File: src/rtl/id_ex_reg_pkg.sv
// id_ex_reg_pkg: shared pipeline types for the decode->execute register and its forwarding muxes.
package id_ex_reg_pkg;
  localparam int XLEN = 64;
  localparam int REG_AW = 5;
  typedef logic [XLEN-1:0] u64;
  typedef logic [REG_AW-1:0] reg_idx_t;
  typedef enum logic [3:0] {
    ALU_ADD, ALU_SUB, ALU_AND, ALU_OR, ALU_XOR, ALU_SLL, ALU_SRL, ALU_SRA, ALU_SLT, ALU_SLTU
  } alufunc_t;
  typedef struct packed {
    u64       pc;
    reg_idx_t rs1;
    reg_idx_t rs2;
    reg_idx_t rd;
    u64       rs1_data;
    u64       rs2_data;
    u64       imm;
    logic     a_pc;
    logic     b_imm;
    alufunc_t alufunc;
    logic     wen;
    logic     memread;
  } decoded_instr_t;
  typedef struct packed {
    logic     wen;
    reg_idx_t rd;
    u64       data;
  } fwd_t;
  localparam fwd_t NO_FWD = '0;
  // MEM is the younger producer, so it beats WB; x0 is never forwarded
  function automatic u64 fwd_sel(reg_idx_t idx, u64 data, fwd_t mem, fwd_t wb);
    return (idx != '0 && mem.wen && mem.rd == idx) ? mem.data :
           (idx != '0 && wb.wen && wb.rd == idx) ? wb.data : data;
  endfunction
endpackage

File: src/rtl/id_ex_reg_fwd_mux.sv
// id_ex_reg_fwd_mux: selects the freshest value of one source register from MEM, WB or stored data.
module id_ex_reg_fwd_mux import id_ex_reg_pkg::*; (
  input  reg_idx_t idx,
  input  u64       data,
  input  fwd_t     mem,
  input  fwd_t     wb,
  output u64       q
);
  assign q = fwd_sel(idx, data, mem, wb);
endmodule

File: src/rtl/id_ex_reg.sv
// id_ex_reg: decode->execute pipeline register with operand forwarding, load-use stall and flush.
module id_ex_reg import id_ex_reg_pkg::*; (
  input  logic     clk,
  input  logic     reset,
  input  logic     flush,
  input  logic     in_valid,
  output logic     in_ready,
  input  u64       in_pc,
  input  reg_idx_t in_rs1,
  input  reg_idx_t in_rs2,
  input  reg_idx_t in_rd,
  input  u64       in_rs1_data,
  input  u64       in_rs2_data,
  input  u64       in_imm,
  input  logic     in_a_pc,
  input  logic     in_b_imm,
  input  alufunc_t in_alufunc,
  input  logic     in_wen,
  input  logic     in_memread,
  input  logic     fwd_mem_wen,
  input  reg_idx_t fwd_mem_rd,
  input  u64       fwd_mem_data,
  input  logic     fwd_wb_wen,
  input  reg_idx_t fwd_wb_rd,
  input  u64       fwd_wb_data,
  output logic     out_valid,
  input  logic     out_ready,
  output u64       alu_a,
  output u64       alu_b,
  output alufunc_t alufunc,
  output u64       out_pc,
  output reg_idx_t out_rd,
  output logic     out_wen,
  output logic     out_memread,
  output u64       out_rs2_fwd
);
  decoded_instr_t r;
  logic valid, hazard, fire_in, fire_out;
  fwd_t mem, wb;
  u64 rs1_fwd, rs2_fwd;
  assign mem = '{wen: fwd_mem_wen, rd: fwd_mem_rd, data: fwd_mem_data};
  assign wb  = '{wen: fwd_wb_wen, rd: fwd_wb_rd, data: fwd_wb_data};
  id_ex_reg_fwd_mux u_fwd_rs1 (.idx(r.rs1), .data(r.rs1_data), .mem(mem), .wb(wb), .q(rs1_fwd));
  id_ex_reg_fwd_mux u_fwd_rs2 (.idx(r.rs2), .data(r.rs2_data), .mem(mem), .wb(wb), .q(rs2_fwd));
  always_comb begin
    hazard = valid && r.memread && r.rd != '0 && in_valid &&
             ((in_rs1 != '0 && r.rd == in_rs1) || (in_rs2 != '0 && r.rd == in_rs2));
    in_ready = (!valid || out_ready) && !hazard && !flush;
    fire_in = in_valid && in_ready;
    fire_out = valid && out_ready;
    out_valid = valid;
    alu_a = r.a_pc ? r.pc : rs1_fwd;
    alu_b = r.b_imm ? r.imm : rs2_fwd;
    alufunc = r.alufunc;
    out_pc = r.pc;
    out_rd = r.rd;
    out_wen = r.wen;
    out_memread = r.memread;
    out_rs2_fwd = rs2_fwd;
  end
  // while stalled, latch forwarded values so a producer retiring past WB is not lost
  always_ff @(posedge clk)
    if (reset) begin
      valid <= 1'b0;
      r <= '0;
    end else if (flush) valid <= 1'b0;
    else if (fire_in) begin
      valid <= 1'b1;
      r <= '{pc: in_pc, rs1: in_rs1, rs2: in_rs2, rd: in_rd,
             rs1_data: fwd_sel(in_rs1, in_rs1_data, NO_FWD, wb),
             rs2_data: fwd_sel(in_rs2, in_rs2_data, NO_FWD, wb),
             imm: in_imm, a_pc: in_a_pc, b_imm: in_b_imm, alufunc: in_alufunc,
             wen: in_wen, memread: in_memread};
    end else if (fire_out) valid <= 1'b0;
    else if (valid) begin
      r.rs1_data <= rs1_fwd;
      r.rs2_data <= rs2_fwd;
    end
endmodule

File: config.mk
export PLATFORM = sky130hd
export DESIGN_NAME = id_ex_reg
export DESIGN_NICKNAME = d
export VERILOG_FILES = /design/src/rtl/id_ex_reg_pkg.sv /design/src/rtl/id_ex_reg_fwd_mux.sv /design/src/rtl/id_ex_reg.sv
export SDC_FILE = /design/constraint.sdc
export NUM_CORES = 1
export LEC_CHECK = 0
export ABC_AREA = 0
export BUFFER_PORTS_ARGS = -buffer_cell sky130_fd_sc_hd__buf_2
export CAP_MARGIN = 20
export CORE_AREA = 10 10 261 263
export CTS_CLUSTER_SIZE = 28
export DETAILED_ROUTE_END_ITERATION = 16
export DIE_AREA = 0 0 271 273
export GPL_ROUTABILITY_DRIVEN = 0
export GPL_TIMING_DRIVEN = 1
export PLACE_DENSITY = 0.55
export SETUP_SLACK_MARGIN = 0.3
export SYNTH_ARGS = -nofsm -noshare
export SYNTH_HDL_FRONTEND = slang
export SYNTH_SLANG_ARGS = --single-unit
File: constraint.sdc
create_clock -name clk -period 4.95 [get_ports clk]
set_clock_uncertainty 0.15 [all_clocks]
set_input_delay 0.495 -clock clk [delete_from_list [all_inputs] [get_ports clk]]
set_output_delay 0.495 -clock clk [all_outputs]
set_load 0.05 [all_outputs]
==> results of run 1 <==
worst max-delay path: cells and delay by family (launching register included):
kind	cells	cell delay [ns]
muxes	1	0.43
and+or+nand+nor	2	1.38
DFF	1	0.36
AOI/OAI and AO/OA	2	0.65
buffers and inverters	1	0.21
per-stage QoR:
stage / instances / power [mW] / util
after detailed placement: 3693 / 4.92 / 0.360
after global placement: 3692 / 4.92 / 0.360
after CTS: 3756 / 7.64 / 0.379
after global routing: 3764 / 7.88 / 0.379
after floorplan: 2466 / 4.18 / -
final: 3770 / 7.59 / 0.379
synth_stat cells (2+ instances only):
| cell type | number | area share |
|---|---|---|
| a211oi_2 | 6 | 0.0039 |
| buf_1 | 10 | 0.0019 |
| clkbuf_1 | 159 | 0.031 |
| a21oi_1 | 274 | 0.071 |
| or4_4 | 4 | 0.0023 |
| xnor2_1 | 26 | 0.012 |
| o21ai_1 | 70 | 0.018 |
| o211ai_2 | 4 | 0.0026 |
| mux2_1 | 41 | 0.024 |
| a211oi_1 | 6 | 0.0023 |
| inv_1 | 122 | 0.024 |
| a32o_1 | 6 | 0.0031 |
| mux2_2 | 197 | 0.12 |
| nand4_1 | 4 | 0.0013 |
| a31oi_2 | 20 | 0.013 |
| buf_4 | 93 | 0.036 |
| buf_6 | 9 | 0.0053 |
| a31oi_1 | 96 | 0.031 |
| buf_2 | 89 | 0.023 |
| nor3_1 | 240 | 0.062 |
| o32ai_2 | 15 | 0.013 |
| o32ai_1 | 107 | 0.049 |
| o22ai_1 | 6 | 0.0019 |
| nand2_1 | 12 | 0.0023 |
| nor2_1 | 25 | 0.0049 |
| nand3_1 | 276 | 0.072 |
| o21a_1 | 2 | 0.00078 |
| xor2_1 | 14 | 0.0064 |
| a2bb2oi_1 | 6 | 0.0027 |
| nor4_2 | 2 | 0.0013 |
| dfxtp_1 | 280 | 0.29 |
| and3_1 | 6 | 0.0019 |
| nor2_4 | 3 | 0.0018 |
| nor4_4 | 2 | 0.0022 |
| nand2b_1 | 3 | 0.00097 |
| o21ai_0 | 197 | 0.051 |
| or2_1 | 2 | 0.00065 |
| o211a_1 | 2 | 0.0010 |
| or4b_1 | 2 | 0.0010 |
| o31ai_1 | 13 | 0.0051 |
| mux2i_1 | 6 | 0.0031 |
layer usage:
metal  up-vias  share of wire  global-route usage
li1       9934              -                   -
met1     10700           0.41               0.323
met2      1087           0.48               0.434
met3       180          0.082              0.0607
met4        16          0.028              0.0845
met5         -         0.0011                   0
power by group through the flow:
stage	Clock [mW]	Sequential, mW	Combinational (mW)
final	2.70	2.53	2.36
after global routing	2.84	2.54	2.50
after CTS	2.76	2.52	2.36
after detailed placement	0	2.57	2.35
after global placement	0	2.57	2.35
after floorplan	0	2.53	1.65
sequential cells by signal, summed over array words and instances (netlist names):
| register | cells |
|---|---|
| r | 204 |
| out_rd | 5 |
| out_wen | 1 |
| alufunc | 4 |
| out_memread | 1 |
| out_pc | 64 |
| out_valid | 1 |
worst min-delay path by stage:
| stage | startpoint | to | slack (ns) | cells after the start |
|---|---|---|---|---|
| 3_5_place_dp | r[139] | r[139] | 0.29 | 2 |
| 3_3_place_gp | r[147] | r[147] | 0.29 | 2 |
| 6_report | in_pc[33] | out_pc[33] | 0.04 | 3 |
| 4_1_cts | in_pc[33] | out_pc[33] | 0.007 | 3 |
| 2_1_floorplan | r[136] | r[136] | 0.28 | 2 |
| 5_1_grt | in_imm[34] | r[42] | 0.03 | 3 |
kinds of logic (layout without fill, tap and decap cells):
group	after synthesis	count (layout)	synth area share
AO/OA/AOI/OAI	832	832	0.271
XOR/XNOR	40	40	0.0182
buffers and inverters	483	927	0.121
flip-flops	280	280	0.291
multiplexers	244	244	0.142
other	0	14	0
AND/OR/NAND/NOR	587	587	0.157
final cells by class:
cell class,count,area [um^2]
multi-input cells,1703,11500
diodes,14,35.0
well taps,846,1060
flip-flops and latches,280,5610
repair buffers,741,4000
clock buffers,57,1130
fillers,6644,38900
inverters,123,462
clock inverters,6,37.5
==> impl_metrics.json, run 1 <==
{
  "antenna_left": 0,
  "cts_tree": "built",
  "clock_latency_ns": 0.55,
  "status": "finished, final reports clean",
  "power.density_mw_per_mm2": 319,
  "p_sw_mw": 2.92,
  "timing.final.crit_share": 0.864,
  "cp_slowest_cell": "or2_4",
  "synth-seq-area-share": 0.291,
  "critPathMaxStageDelay_ns": 0.78,
  "r2r_slack_ns": 1.55,
  "cts_setup_buffers": 0,
  "yosysWarnings": 0,
  "drv_cap": 0,
  "pwr-share-clk": 0.356,
  "dp_hpwl_um": 69100,
  "remaining_drc_errors": 0,
  "die_y_um": 273,
  "endpoint_kind": "output port",
  "synthCells": 2466,
  "numPortBuffers": 692,
  "leakagePower_nw": 9.12,
  "max_slew_margin": 0.299,
  "max_freq_mhz": 234,
  "clkTransAtPathRegs_ns": 0.06,
  "syn_area_mm2": 0.0193,
  "grt_setup_unrepaired": "no",
  "period_minus_slack_ns": 4.28,
  "ctsResizeCount": 0,
  "synth_cell_types": 50,
  "grt_pass1_vias": 21900,
  "core_mm2": 0.0627,
  "vias_per_cell": 5.82,
  "htreeDepth": 2,
  "hp-class": "in2reg",
  "syn2layout_area_growth_pct": 23.4,
  "die_w_um": 271,
  "start_kind": "register",
  "critical_path_required_ns": 4.30,
  "max-vdd-ir-drop_mv": 0.217,
  "clock-sinks": 280,
  "drive_above_1_share": 0.365,
  "io_pins": 693,
  "synth_seq_cells": 280,
  "worst_r2r_startpoint": "r[210]",
  "syn_nets": 2890,
  "drt_wl_total_um": 102000,
  "vias": 21900,
  "grt_pass1_wl_um": 150000,
  "cts-buffers-inserted": 39,
  "whs_ns": 0.0399,
  "grt_overflow": 0,
  "pwr-share-comb": 0.311,
  "post-place-ws_ns": 1.22,
  "ys_async_sr_fraction": 0,
  "r2r_end": "r[167]",
  "final_cell_mix": "buf_2 (691), dfxtp_1 (278), nand3_1 (276)",
  "internal_power_mw": 4.68,
  "start_util": 0.307,
  "cp-startpoint": "r[210]",
  "worstPathMaxFanout": 64,
  "finalSetupViolCount": 0,
  "syn_area_per_cell_um2": 7.82,
  "tightest_slew_ns": 1.04,
  "cts-root-buf": "clkbuf_16",
  "num_rows": 92,
  "reg2reg_depth": 8,
  "finalInstanceArea_mm2": 0.0238,
  "firstDrtPassIters": 6,
  "grt_usage": 0.259,
  "hold_viol": 0,
  "wl_per_cell_um": 27.1,
  "synth_edf_count": 0,
  "path_class": "reg2out",
  "worstSetupEndpoint": "alu_a[34]",
  "swShare": 0.384,
  "layout.nets": 3312,
  "tns_ns": 0,
  "power_frac_seq": 0.333,
  "final_max_slew_viol_count": 0,
  "arrival_ns": 3.63,
  "clock_path_buffers": 3,
  "die_area_mm2": 0.0740,
  "yosys_most_used_dff": "dfxtp_1",
  "cts_hold_buffers": 0,
  "layout_commonest_cell": "buf_2",
  "crit_chain": "or4_4 > o211ai_4 > or2_4 > a31oi_1 > mux2_1 > buf_2",
  "drt-initial-drc-count": 2235,
  "grt_antenna_before_repair": 27,
  "setup_slack_ns": 0.672,
  "grt_start_max_net_pins": 123,
  "place_area_mm2": 0.0226
}
No activity file was read; power rests on OpenSTA's default activity.
==> run 2: changes to the inputs <==
CORE_AREA = 10 10 264 266   (was 10 10 261 263)
DIE_AREA = 0 0 274 276   (was 0 0 271 273)
PLACE_DENSITY = 0.53   (was 0.55)
SYNTH_HIERARCHICAL = 1   (was not set)
==> impl_metrics.json, run 2 <==
{
  "status": "finished, final reports clean",
  "grt_setup_unrepaired": "no",
  "path_class": "reg2out",
  "clock_latency_ns": 0.54,
  "ys_async_sr_fraction": 0,
  "die_y_um": 276,
  "cts_setup_buffers": 0,
  "clock_path_buffers": 3,
  "leakagePower_nw": 9.19,
  "clock-sinks": 280,
  "drive_above_1_share": 0.344,
  "critical_path_required_ns": 4.30,
  "synth_edf_count": 0,
  "worstPathMaxFanout": 52,
  "synthCells": 2335,
  "cp_top_family": "compound AO/OA/AOI/OAI gates",
  "cts_tree": "built",
  "die_area_mm2": 0.0756,
  "drt_wl_total_um": 102000,
  "vias_per_cell": 6.09,
  "yosys.area.top_type_share": 0.301,
  "cts-buffers-inserted": 38,
  "synth_seq_cells": 280,
  "remaining_drc_errors": 0,
  "grt_antenna_before_repair": 29,
  "cp_slowest_cell": "o211a_4",
  "largest_reg_flops": 204,
  "max_freq_mhz": 219,
  "dp_hpwl_um": 69500,
  "regMostFlops": "r",
  "yosys-top-cells-count": "nand3_1 (409), dfxtp_1 (280), o21ai_0 (257)",
  "drv_cap": 0,
  "grt_overflow": 0,
  "core_mm2": 0.0641,
  "grt_pass1_wl_um": 148000,
  "syn_area_per_cell_um2": 7.98,
  "layout.nets": 3181,
  "htreeDepth": 2,
  "firstDrtPassIters": 7,
  "grt_start_max_net_pins": 129,
  "finalSetupViolCount": 0,
  "final_cell_mix": "buf_2 (691), nand3_1 (409), dfxtp_1 (278)",
  "hold_viol": 0,
  "vias": 22200,
  "yosysMostFrequentCell": "nand3_1",
  "arrival_ns": 3.92,
  "final_cells": 3655,
  "syn_area_mm2": 0.0186,
  "timing.final.crit_share": 0.921,
  "critPathMaxStageDelay_ns": 0.87,
  "post-synth-top-area-cell": "dfxtp_1",
  "start_kind": "register",
  "wl_per_cell_um": 27.9,
  "grt_pass1_vias": 22000,
  "clkTransAtPathRegs_ns": 0.06,
  "grt_usage": 0.251,
  "layout_commonest_cell": "buf_2",
  "power.density_mw_per_mm2": 320,
  "syn2layout_area_growth_pct": 25.3,
  "cts-root-buf": "clkbuf_16",
  "synth_cell_types": 40,
  "max-vdd-ir-drop_mv": 0.240,
  "crit_chain": "xnor2_1 > o211a_4 > buf_4 > nand3_1 > a31oi_1 > mux2_2 > buf_2",
  "p_total_mw": 7.46,
  "cp.buffers_inverters": 2,
  "post-place-cells": 3565,
  "netlist_top_cells_area": "dfxtp_1 (30%), nand3_1 (11%), mux2_2 (7.7%)",
  "yosys_most_used_dff": "dfxtp_1",
  "synth-seq-area-share": 0.301,
  "num_rows": 93,
  "numPortBuffers": 692,
  "tightest_slew_ns": 1.17,
  "die_w_um": 274,
  "start_util": 0.290,
  "endpoint_kind": "output port",
  "max_slew_margin": 0.220,
  "tns_ns": 0,
  "antenna_left": 0,
  "hp-class": "in2reg",
  "io_pins": 693,
  "syn_nets": 2759,
  "nFillCells": 6735,
  "final_max_slew_viol_count": 0,
  "drt-initial-drc-count": 2733,
  "period_minus_slack_ns": 4.56,
  "yosysWarnings": 6
}
-- run 2: final timing paths --
kind,start,endpoint,slack [ns],cells after the start
max,r[206],alu_b[42],0.39,7
min,in_imm[50],r[58],0.03,3
max reg2reg,r[206],r[79],1.44,6
min reg2reg,r[185],r[185],0.31,1
-- run 2: cell families after synthesis --
logic type | synth area share
AOI/OAI and AO/OA | 0.235
and+or+nand+nor | 0.198
DFF | 0.301
xor gates and xnor gates | 0.0188
buffers and inverters | 0.100
muxes | 0.146
-- run 2: layout make-up --
cell class	count	area, um^2	area share
multi-input cells	1693	11300	0.483
flip-flops and latches	280	5610	0.240
repair buffers	744	4030	0.173
clock buffers	51	1090	0.0467
well taps	855	1070	0.0458
clock inverters	17	228	0.00976
diodes	15	37.5	0.00161
-- run 2: stage by stage --
step	setup WS, ns	hold slack [ns]	util	area [um^2]
6_report	0.389	0.0349	0.364	23300
3_3_place_gp	0.814	0.290	0.341	21900
4_1_cts	0.340	0.000319	0.363	23300
5_1_grt	0.303	0.0112	0.364	23300
2_1_floorplan	1.32	0.286	-	18600
3_5_place_dp	0.818	0.298	0.341	21900
-- run 2: what timing repair did --
item	CTS	global route
hold endpoints to repair	5	0
gates cloned	1	0
hold buffers	5	0
gates resized for setup	0	2
endpoints found under the setup margin	2	2
pin swaps	1	0
-- run 2: where the power goes --
group / total [mW] / leakage, nW / switching (mW) / internal, mW
registers: 2.48 / 2.29 / 0.0997 / 2.38
logic: 2.01 / 6.25 / 1.40 / 0.606
clock network: 2.98 / 0.652 / 1.17 / 1.81
total: 7.46 / 9.19 / 2.66 / 4.80
-- run 2: tightest hold or removal path, cell delays in order --
cell and delay [ns]:
buf_2 0.10, nand3_1 0.06, a21oi_1 0.05
-- run 2: layer usage --
metal | global-route usage | wire, um
met3 | 0.0746 | 11100
met1 | 0.294 | 37700
met4 | 0.0941 | 3800
met2 | 0.423 | 49300
met5 | 0 | 180
